File: src/rtl/mips_pkg.sv
// Shared word-size constants and the buffer entry layout used by the
// instruction prefetch path.
package mips_pkg;

  localparam int WORD_W = 32;
  localparam logic [WORD_W-1:0] PC_STEP = 32'd4;
  localparam logic [WORD_W-1:0] NOP = 32'h0000_0000;

  typedef struct packed {
    logic [WORD_W-1:0] pc;
    logic [WORD_W-1:0] instr;
  } entry_t;

  function automatic logic [WORD_W-1:0] align_pc(input logic [WORD_W-1:0] pc);
    return {pc[WORD_W-1:2], 2'b00};
  endfunction

endpackage

File: src/rtl/prefetch_fifo.sv
// Instruction buffer: DEPTH entries of {pc, instr}, synchronous flush,
// head masked to {0, NOP} whenever the buffer is empty.
module prefetch_fifo
  import mips_pkg::*;
#(
  parameter int DEPTH = 4
) (
  input  logic                     clock,
  input  logic                     reset,
  input  logic                     flush,
  input  logic                     push,
  input  logic [2*WORD_W-1:0]      push_data,
  input  logic                     pop,
  output logic [2*WORD_W-1:0]      head,
  output logic [$clog2(DEPTH):0]   level
);

  localparam int PTR_W = $clog2(DEPTH);
  localparam int LVL_W = PTR_W + 1;

  logic [2*WORD_W-1:0] mem [DEPTH];
  logic [PTR_W-1:0]    rd_ptr;
  logic [PTR_W-1:0]    wr_ptr;
  logic                do_push;
  logic                do_pop;

  // Flush wins over both push and pop in the same cycle.
  assign do_push = push && !flush;
  assign do_pop  = pop && (level != '0) && !flush;

  // NOTE: the storage array is deliberately not reset; level alone says
  // which slots are meaningful, and head is masked while empty.
  always_ff @(posedge clock) begin
    if (do_push) mem[wr_ptr] <= push_data;
  end

  always_ff @(posedge clock or posedge reset) begin
    if (reset) begin
      rd_ptr <= '0;
      wr_ptr <= '0;
      level  <= '0;
    end else if (flush) begin
      rd_ptr <= '0;
      wr_ptr <= '0;
      level  <= '0;
    end else begin
      if (do_push) wr_ptr <= wr_ptr + PTR_W'(1);
      if (do_pop)  rd_ptr <= rd_ptr + PTR_W'(1);
      case ({do_push, do_pop})
        2'b10:   level <= level + LVL_W'(1);
        2'b01:   level <= level - LVL_W'(1);
        default: level <= level;
      endcase
    end
  end

  assign head = (level != '0) ? mem[rd_ptr] : {{WORD_W{1'b0}}, NOP};

endmodule

File: src/rtl/instr_prefetch.sv
// Instruction prefetcher: issues sequential fetches into a 1-cycle memory,
// reserving a buffer slot per outstanding fetch, with redirect flush.
module instr_prefetch
  import mips_pkg::*;
#(
  parameter logic [31:0] RESET_PC = 32'h0000_0000,
  parameter int          DEPTH    = 4
) (
  input  logic                   clock,
  input  logic                   reset,
  output logic [31:0]            mem_sel,
  input  logic [31:0]            mem_data,
  input  logic                   redirect,
  input  logic [31:0]            redirect_pc,
  output logic [31:0]            instr_out,
  output logic [31:0]            instr_pc,
  output logic                   instr_valid,
  input  logic                   instr_ready,
  output logic [$clog2(DEPTH):0] level
);

  localparam int LVL_W = $clog2(DEPTH) + 1;

  logic [WORD_W-1:0]   fetch_pc;
  logic [WORD_W-1:0]   inflight_pc;
  logic                inflight;
  logic                issue;
  logic [LVL_W:0]      pending;
  logic [2*WORD_W-1:0] head;

  // A fetch in flight already owns a slot, so it counts against capacity.
  assign pending = {1'b0, level} + {{LVL_W{1'b0}}, inflight};
  assign issue   = !redirect && (pending < (LVL_W+1)'(DEPTH));

  always_ff @(posedge clock or posedge reset) begin
    if (reset) begin
      fetch_pc    <= RESET_PC;
      inflight    <= 1'b0;
      inflight_pc <= '0;
    end else if (redirect) begin
      fetch_pc <= align_pc(redirect_pc);
      inflight <= 1'b0;
    end else if (issue) begin
      fetch_pc    <= fetch_pc + PC_STEP;
      inflight    <= 1'b1;
      inflight_pc <= fetch_pc;
    end else begin
      inflight <= 1'b0;
    end
  end

  prefetch_fifo #(.DEPTH(DEPTH)) u_fifo (
    .clock     (clock),
    .reset     (reset),
    .flush     (redirect),
    .push      (inflight),
    .push_data ({inflight_pc, mem_data}),
    .pop       (instr_valid && instr_ready),
    .head      (head),
    .level     (level)
  );

  assign mem_sel               = fetch_pc;
  assign {instr_pc, instr_out} = head;
  assign instr_valid           = (level != '0);

endmodule
File: config.mk
export PLATFORM = sky130hd
export DESIGN_NAME = instr_prefetch
export DESIGN_NICKNAME = d
export VERILOG_FILES = /design/src/rtl/mips_pkg.sv /design/src/rtl/prefetch_fifo.sv /design/src/rtl/instr_prefetch.sv
export SDC_FILE = /design/constraint.sdc
export NUM_CORES = 1
export LEC_CHECK = 0
export ABC_AREA = 1
export BUFFER_PORTS_ARGS = -buffer_cell sky130_fd_sc_hd__buf_2
export CORE_UTILIZATION = 40
export CTS_CLUSTER_DIAMETER = 100
export DETAILED_ROUTE_END_ITERATION = 12
export GPL_TIMING_DRIVEN = 0
export SETUP_SLACK_MARGIN = 0.05
export SLEW_MARGIN = 20
export SYNTH_ARGS = -nofsm -noshare
export SYNTH_HDL_FRONTEND = slang
export SYNTH_SLANG_ARGS = --single-unit
File: constraint.sdc
create_clock -name clock -period 3.7 [get_ports clock]
set_clock_uncertainty 0.15 [all_clocks]
set_input_delay 0.185 -clock clock [delete_from_list [all_inputs] [get_ports clock]]
set_output_delay 0.185 -clock clock [all_outputs]
set_load 0.01 [all_outputs]
=== After elaboration in Yosys (flattened, before gate mapping) ===
Memory sizes are Yosys's and may differ from the RTL's.
Cells that the tools add are included.
Widths: inputs -> output; s select.

* Multiplexer cells: 13
* Bitwise gates (word level): 1
* Order comparisons: 1
* Equality and inequality tests: 2
* Add/subtract/negate cells: 6
* Reductions and logical operators: 12

{| class="wikitable"
|+ Operators with widths
! cell !! number
|-
| $mux 32 || 2
|-
| $mux 64 || 1
|-
| $add 32x3->32 const B || 1
|-
| $mux 2 || 4
|-
| $pmux 3 s2 || 1
|-
| $reduce_bool 2->1 || 3
|-
| $reduce_bool 3->1 || 2
|-
| $logic_and 1x1->1 || 5
|-
| $add 2x1->2 const B || 2
|-
| $add 3x1->4 || 1
|-
| $lt 4x3->1 const B || 1
|-
| $mux 1 || 4
|-
| $add 3x1->3 const B || 1
|-
| $mux 3 || 1
|-
| $sub 3x1->3 const B || 1
|-
| $eq 2x1->1 const B || 1
|-
| $eq 2x2->1 const B || 1
|-
| $reduce_and 2->1 || 1
|-
| $logic_not 1->1 || 1
|-
| $not 1->1 || 1
|}

* RAM bits: 256
* Output and inout port bits: 100
* Input port bits: 68
* Word-level logic and storage cells: 42
* Memories: 1
* Register bits after elaboration: 72

{| class="wikitable"
|+ Memories
! name !! words !! bits a word !! rd ports !! clocked after Yosys merged registers in !! wr ports !! RTL line !! source
|-
| u_fifo.mem || 4 || 64 || 1 || 0 || 1 || prefetch_fifo.sv:21 || <nowiki>logic [2*WORD_W-1:0] mem [DEPTH];</nowiki>
|}

=== Longest topological paths before layout ===
* Depth in word-level cells: 7
* Gate-level depth with buffers: 10
* Gate-level depth less buffers: 10

=== Hierarchy ===
Synthesis repeated with hierarchy kept, for this count alone.

* Cell total of the unflattened synthesis: 1,261
* Area total of the unflattened synthesis: 13,666.9 µm²

{| class="wikitable"
|+ By module, submodules not included
! module !! cells an instance !! times used !! seq. area each (µm²) !! area each (µm²)
|-
| prefetch_fifo || 814 || 1 || 7,862.5 || 10,341.2
|-
| instr_prefetch || 447 || 1 || 1,526.5 || 3,325.7
|}

=== Least setup slack after synthesis ===
Ideal clock, no wire load.

* Path type: reg2reg
* From: reg inflight
* To: mem u_fifo.mem[0][0] in the netlist's numbering, enable pin
* Setup time: 0.482 ns
* Required time: 3.068 ns
* Arrival: 3.249 ns
* Setup slack: -0.181 ns
* Cell stages (with the launch flop): 5
* Buffers on the path: 0
* Path through: dfrtp_1 > inv_1 > nor2_1 > inv_1 > nor2_1

* Word-level cells in the longest chain between the ends: 3

{| class="wikitable"
|+ Ends and longest elaborated chain
! element !! RTL line !! source
|-
| start, declared || instr_prefetch.sv:26 || <nowiki>logic inflight;</nowiki>
|-
| start signal, assigned || instr_prefetch.sv:38 || <nowiki>inflight <= 1'b0;</nowiki>
|-
| start signal, assigned || instr_prefetch.sv:42 || <nowiki>inflight <= 1'b0;</nowiki>
|-
| start signal, assigned || instr_prefetch.sv:45 || <nowiki>inflight <= 1'b1;</nowiki>
|-
| $logic_and 1x1->1 || prefetch_fifo.sv:28 || <nowiki>assign do_push = push && !flush;</nowiki>
|-
| $mux 1 || prefetch_fifo.sv:34 || <nowiki>if (do_push) mem[wr_ptr] <= push_data;</nowiki>
|-
| $mux 1 (not written as such) || prefetch_fifo.sv:34 ||
|-
| end, declared || prefetch_fifo.sv:21 ||
|}

Every way passes these cells.

=== Worst setup path after layout ===
* From: reg u_fifo.level[2]
* To: out instr_pc[12]

* Word-level cells in the longest chain between the ends: 2

{| class="wikitable"
|+ Ends and longest elaborated chain
! element !! RTL line !! source
|-
| start, declared || prefetch_fifo.sv:15 || <nowiki>output logic [$clog2(DEPTH):0] level</nowiki>
|-
| start signal, assigned || prefetch_fifo.sv:50 || <nowiki>2'b10: level <= level + LVL_W'(1);</nowiki>
|-
| start signal, assigned || prefetch_fifo.sv:51 || <nowiki>2'b01: level <= level - LVL_W'(1);</nowiki>
|-
| start signal, assigned || prefetch_fifo.sv:52 || <nowiki>default: level <= level;</nowiki>
|-
| $reduce_bool 3->1 || prefetch_fifo.sv:57 || <nowiki>assign head = (level != '0) ? mem[rd_ptr] : {{WORD_W{1'b0}}, NOP};</nowiki>
|-
| $mux 64 || prefetch_fifo.sv:57 ||
|-
| end, declared || instr_prefetch.sv:16 || <nowiki>output logic [31:0] instr_pc,</nowiki>
|}

Every way passes these cells.

==> impl_metrics.yaml <==
sta:
  min_period_over_period: 0.7608
  rsz0062_at_grt: "no"
  worstMarginPinSlew_ns: 0.6859
  tns_ns: 0
  fmaxAchievable_ghz: 0.3552
  drv_slew: 0
  min_period_ns: 2.815
  setup_viol: 0
  relSlewSlack: 0.5427
  whs_ns: 0.01504
  final-hold-violation-count: 0
floorplanning:
  die_h_um: 184.7
  die_w_um: 184.7
  start_util: 0.4081
  rows: 66
  core_area_um2: 32700
  pin_count: 168
  dieArea_um2: 34100
drt:
  m1WireLength_um: 15310
  drt_iter0_drc: 680
  via_per_inst: 4.951
  ant_nets: 0
  drc_errors: 0
  vias: 9803
  dr_wl_met2_um: 16240
  route.met3.wl_um: 1934
  drt_wl_total_um: 34020
  routedWlPerCell_um: 17.18
  top_layer: "met4"
  first_pass_iters: 5
clock_tree:
  tritoncts: "done"
  root_buffer: "clkbuf_16"
  numClockSinks: 316
  cts_inserted_buffers: 35
  clk_latency_ns: 0.51
  cts_resized: 0
  cts_max_path_buffers: 3
  clkTransAtPathRegs_ns: 0.06
  htree_levels: 2
logic_synthesis:
  avgSynthCellArea_um2: 10.82
  synthTopCellsByCount: "nor2_1 (290), edfxtp_1 (248), o21ai_0 (168)"
  async_flop_share: 0.2152
  synth_cells: 1234
  synth_largest_area_cell: "edfxtp_1"
  synth_area_leaders: "edfxtp_1 (56%), dfrtp_1 (13%), nor2_1 (8.2%), o21ai_0 (6.3%), nand2_1 (4.2%)"
  synth_top_area_frac: 0.5580
  synth_seq_area_share: 0.6855
  yosys_register_bits: 316
  synth_edf_count: 248
  synth_most_common_cell: "nor2_1"
  synth-main-ff-cell: "edfxtp_1"
  synth.distinct_cells: 39
  yosysWarnings: 0
  syn_area_um2: 13350
placed_design:
  place_hpwl_um: 22650
  place_congestion: 0.8972
  io_buffers: 161
  dp.cells: 1853
run:
  maxCapViolCount: 0
finish:
  diodes: 0
  drive_gt1_frac: 0.1879
  fin_cells: 1980
  final_nets: 1586
  synthToLayoutAreaGrowth_pct: 25.94
worst_setup_path:
  start_kind: "register"
  crit_type: "reg -> out"
  cp.required_ns: 3.37
  crit_path_top_delay_cell: "clkbuf_1"
  path_cells: "inv_1, nand3_1, inv_2, clkbuf_1, a21oi_1, buf_2"
  worst_setup_path_end_kind: "output pin"
  crit_path_max_incr_delay_ns: 0.51
  cp_max_fo: 10
  arrival_ns: 2.48
  ff2ff_path_depth: 7
power:
  ir_drop_mv: 0.3536
  p_leak_nw: 6.668
  power_density_nw_per_um2: 694.3
  p_total_mw: 11.67
outcome:
  status: "complete, no violations"
hold_path:
  hold_path_class: "in -> async"
global_route:
  grt_first_pass_wirelength_um: 52360
  antenna_found_initial: 0
  grt_max_degree: 54
  gr-total-overflow: 0
  grt_util_all_layers: 0.2017
  grt_pass1_vias: 9592
-- layout make-up --
class | count | area, µm²
plain buffers | 66 | 297.8
clock buffers | 49 | 959.7
clock inverters | 14 | 108.9
fillers | 2976 | 15890
inverters | 67 | 255.2
multi-input cells | 788 | 3689
flip-flops and latches | 316 | 9149
well taps | 442 | 553.0
repair buffers | 238 | 1797
-- logic make-up (layout without fill, tap and decap cells) --
| group | count (synthesis) | count (layout) | share of synthesized area |
|---|---|---|---|
| fa+ha+maj | 6 | 6 | 0.006187 |
| xor+xnor | 7 | 7 | 0.004594 |
| simple gates | 521 | 521 | 0.1648 |
| flops | 316 | 316 | 0.6855 |
| other cells | 1 | 4 | 0.0002810 |
| buf+inv | 133 | 434 | 0.04125 |
| compound gates | 250 | 250 | 0.09740 |
-- repair_timing --
item | CTS | global route
hold endpoints to repair | 228 | 0
hold buffers | 64 | 0
buffers inserted | 0 | 0
-- report_power, final --
group | switching, mW | internal [mW] | total, mW
clock network | 1.35 | 1.89 | 3.24
logic | 2.26 | 1.14 | 3.40
registers | 0.484 | 4.55 | 5.03
-- registers in the layout, indices dropped and copies added (netlist names) --
register       cells
mem_sel           30
u_fifo.wr_ptr      2
u_fifo.mem       248
inflight_pc       30
u_fifo.rd_ptr      2
inflight           1
u_fifo.level       3
-- path summary, 6_finish.rpt --
path / start / endpoint / slack [ns]
worst max-delay path: u_fifo.level[2] / instr_pc[12] / 0.88
worst min-delay path: reset / mem_sel[10] / 0.02
worst max register to register: inflight / u_fifo.mem[1][34] / 1.32
worst min register to register: inflight_pc[9] / u_fifo.mem[1][41] / 0.37
max in group asynchronous: reset / u_fifo.rd_ptr[1] / 2.83
min in group clock: redirect / mem_sel[28] / 0.02
-- placed cells by master, fill, tap and decap left out, types with 2 or more instances in the layout --
cell type,n
buf_1,3
buf_4,5
nand3_1,40
buf_2,185
ha_1,5
dlygate4sd3_1,64
nor2_4,13
dfrtp_1,68
nor3_1,3
a22oi_1,2
inv_1,60
clkinv_1,4
edfxtp_1,248
nor2_1,286
nor2_2,5
inv_2,5
xor2_1,5
xnor2_1,2
buf_16,12
clkbuf_1,45
a21oi_1,66
clkbuf_16,36
o21ai_0,168
conb_1,4
nand2_2,5
nand2_1,150
clkinv_2,7
nand3_2,2
nand2_4,3
o21a_1,2
nand4_1,9
o211ai_1,7
inv_6,2
nand3b_1,2
-- per-stage QoR --
step | cell area (µm²) | worst slack (ns) | util
3_3_place_gp | 14720 | -2.446 | 0.4500
5_1_grt | 16810 | 0.7194 | 0.5140
6_report | 16810 | 0.8849 | 0.5140
2_1_floorplan | 13360 | -0.1813 | -
4_1_cts | 16810 | 0.8370 | 0.5140
3_5_place_dp | 15100 | 1.170 | 0.4617
-- worst max-delay path, delay by kind of cell, from the launching register on --
family | cells | cell delay, ns
buf+inv | 4 | 1.11
compound gates | 1 | 0.20
simple gates | 1 | 0.24
flops | 1 | 0.40
-- layer usage --
layer	track usage	up-vias
met5	0	-
met4	0.04893	0
met3	0.02984	35
met2	0.3417	306
met1	0.2722	4678
li1	-	4784
No activity file was read; power rests on OpenSTA's default activity.
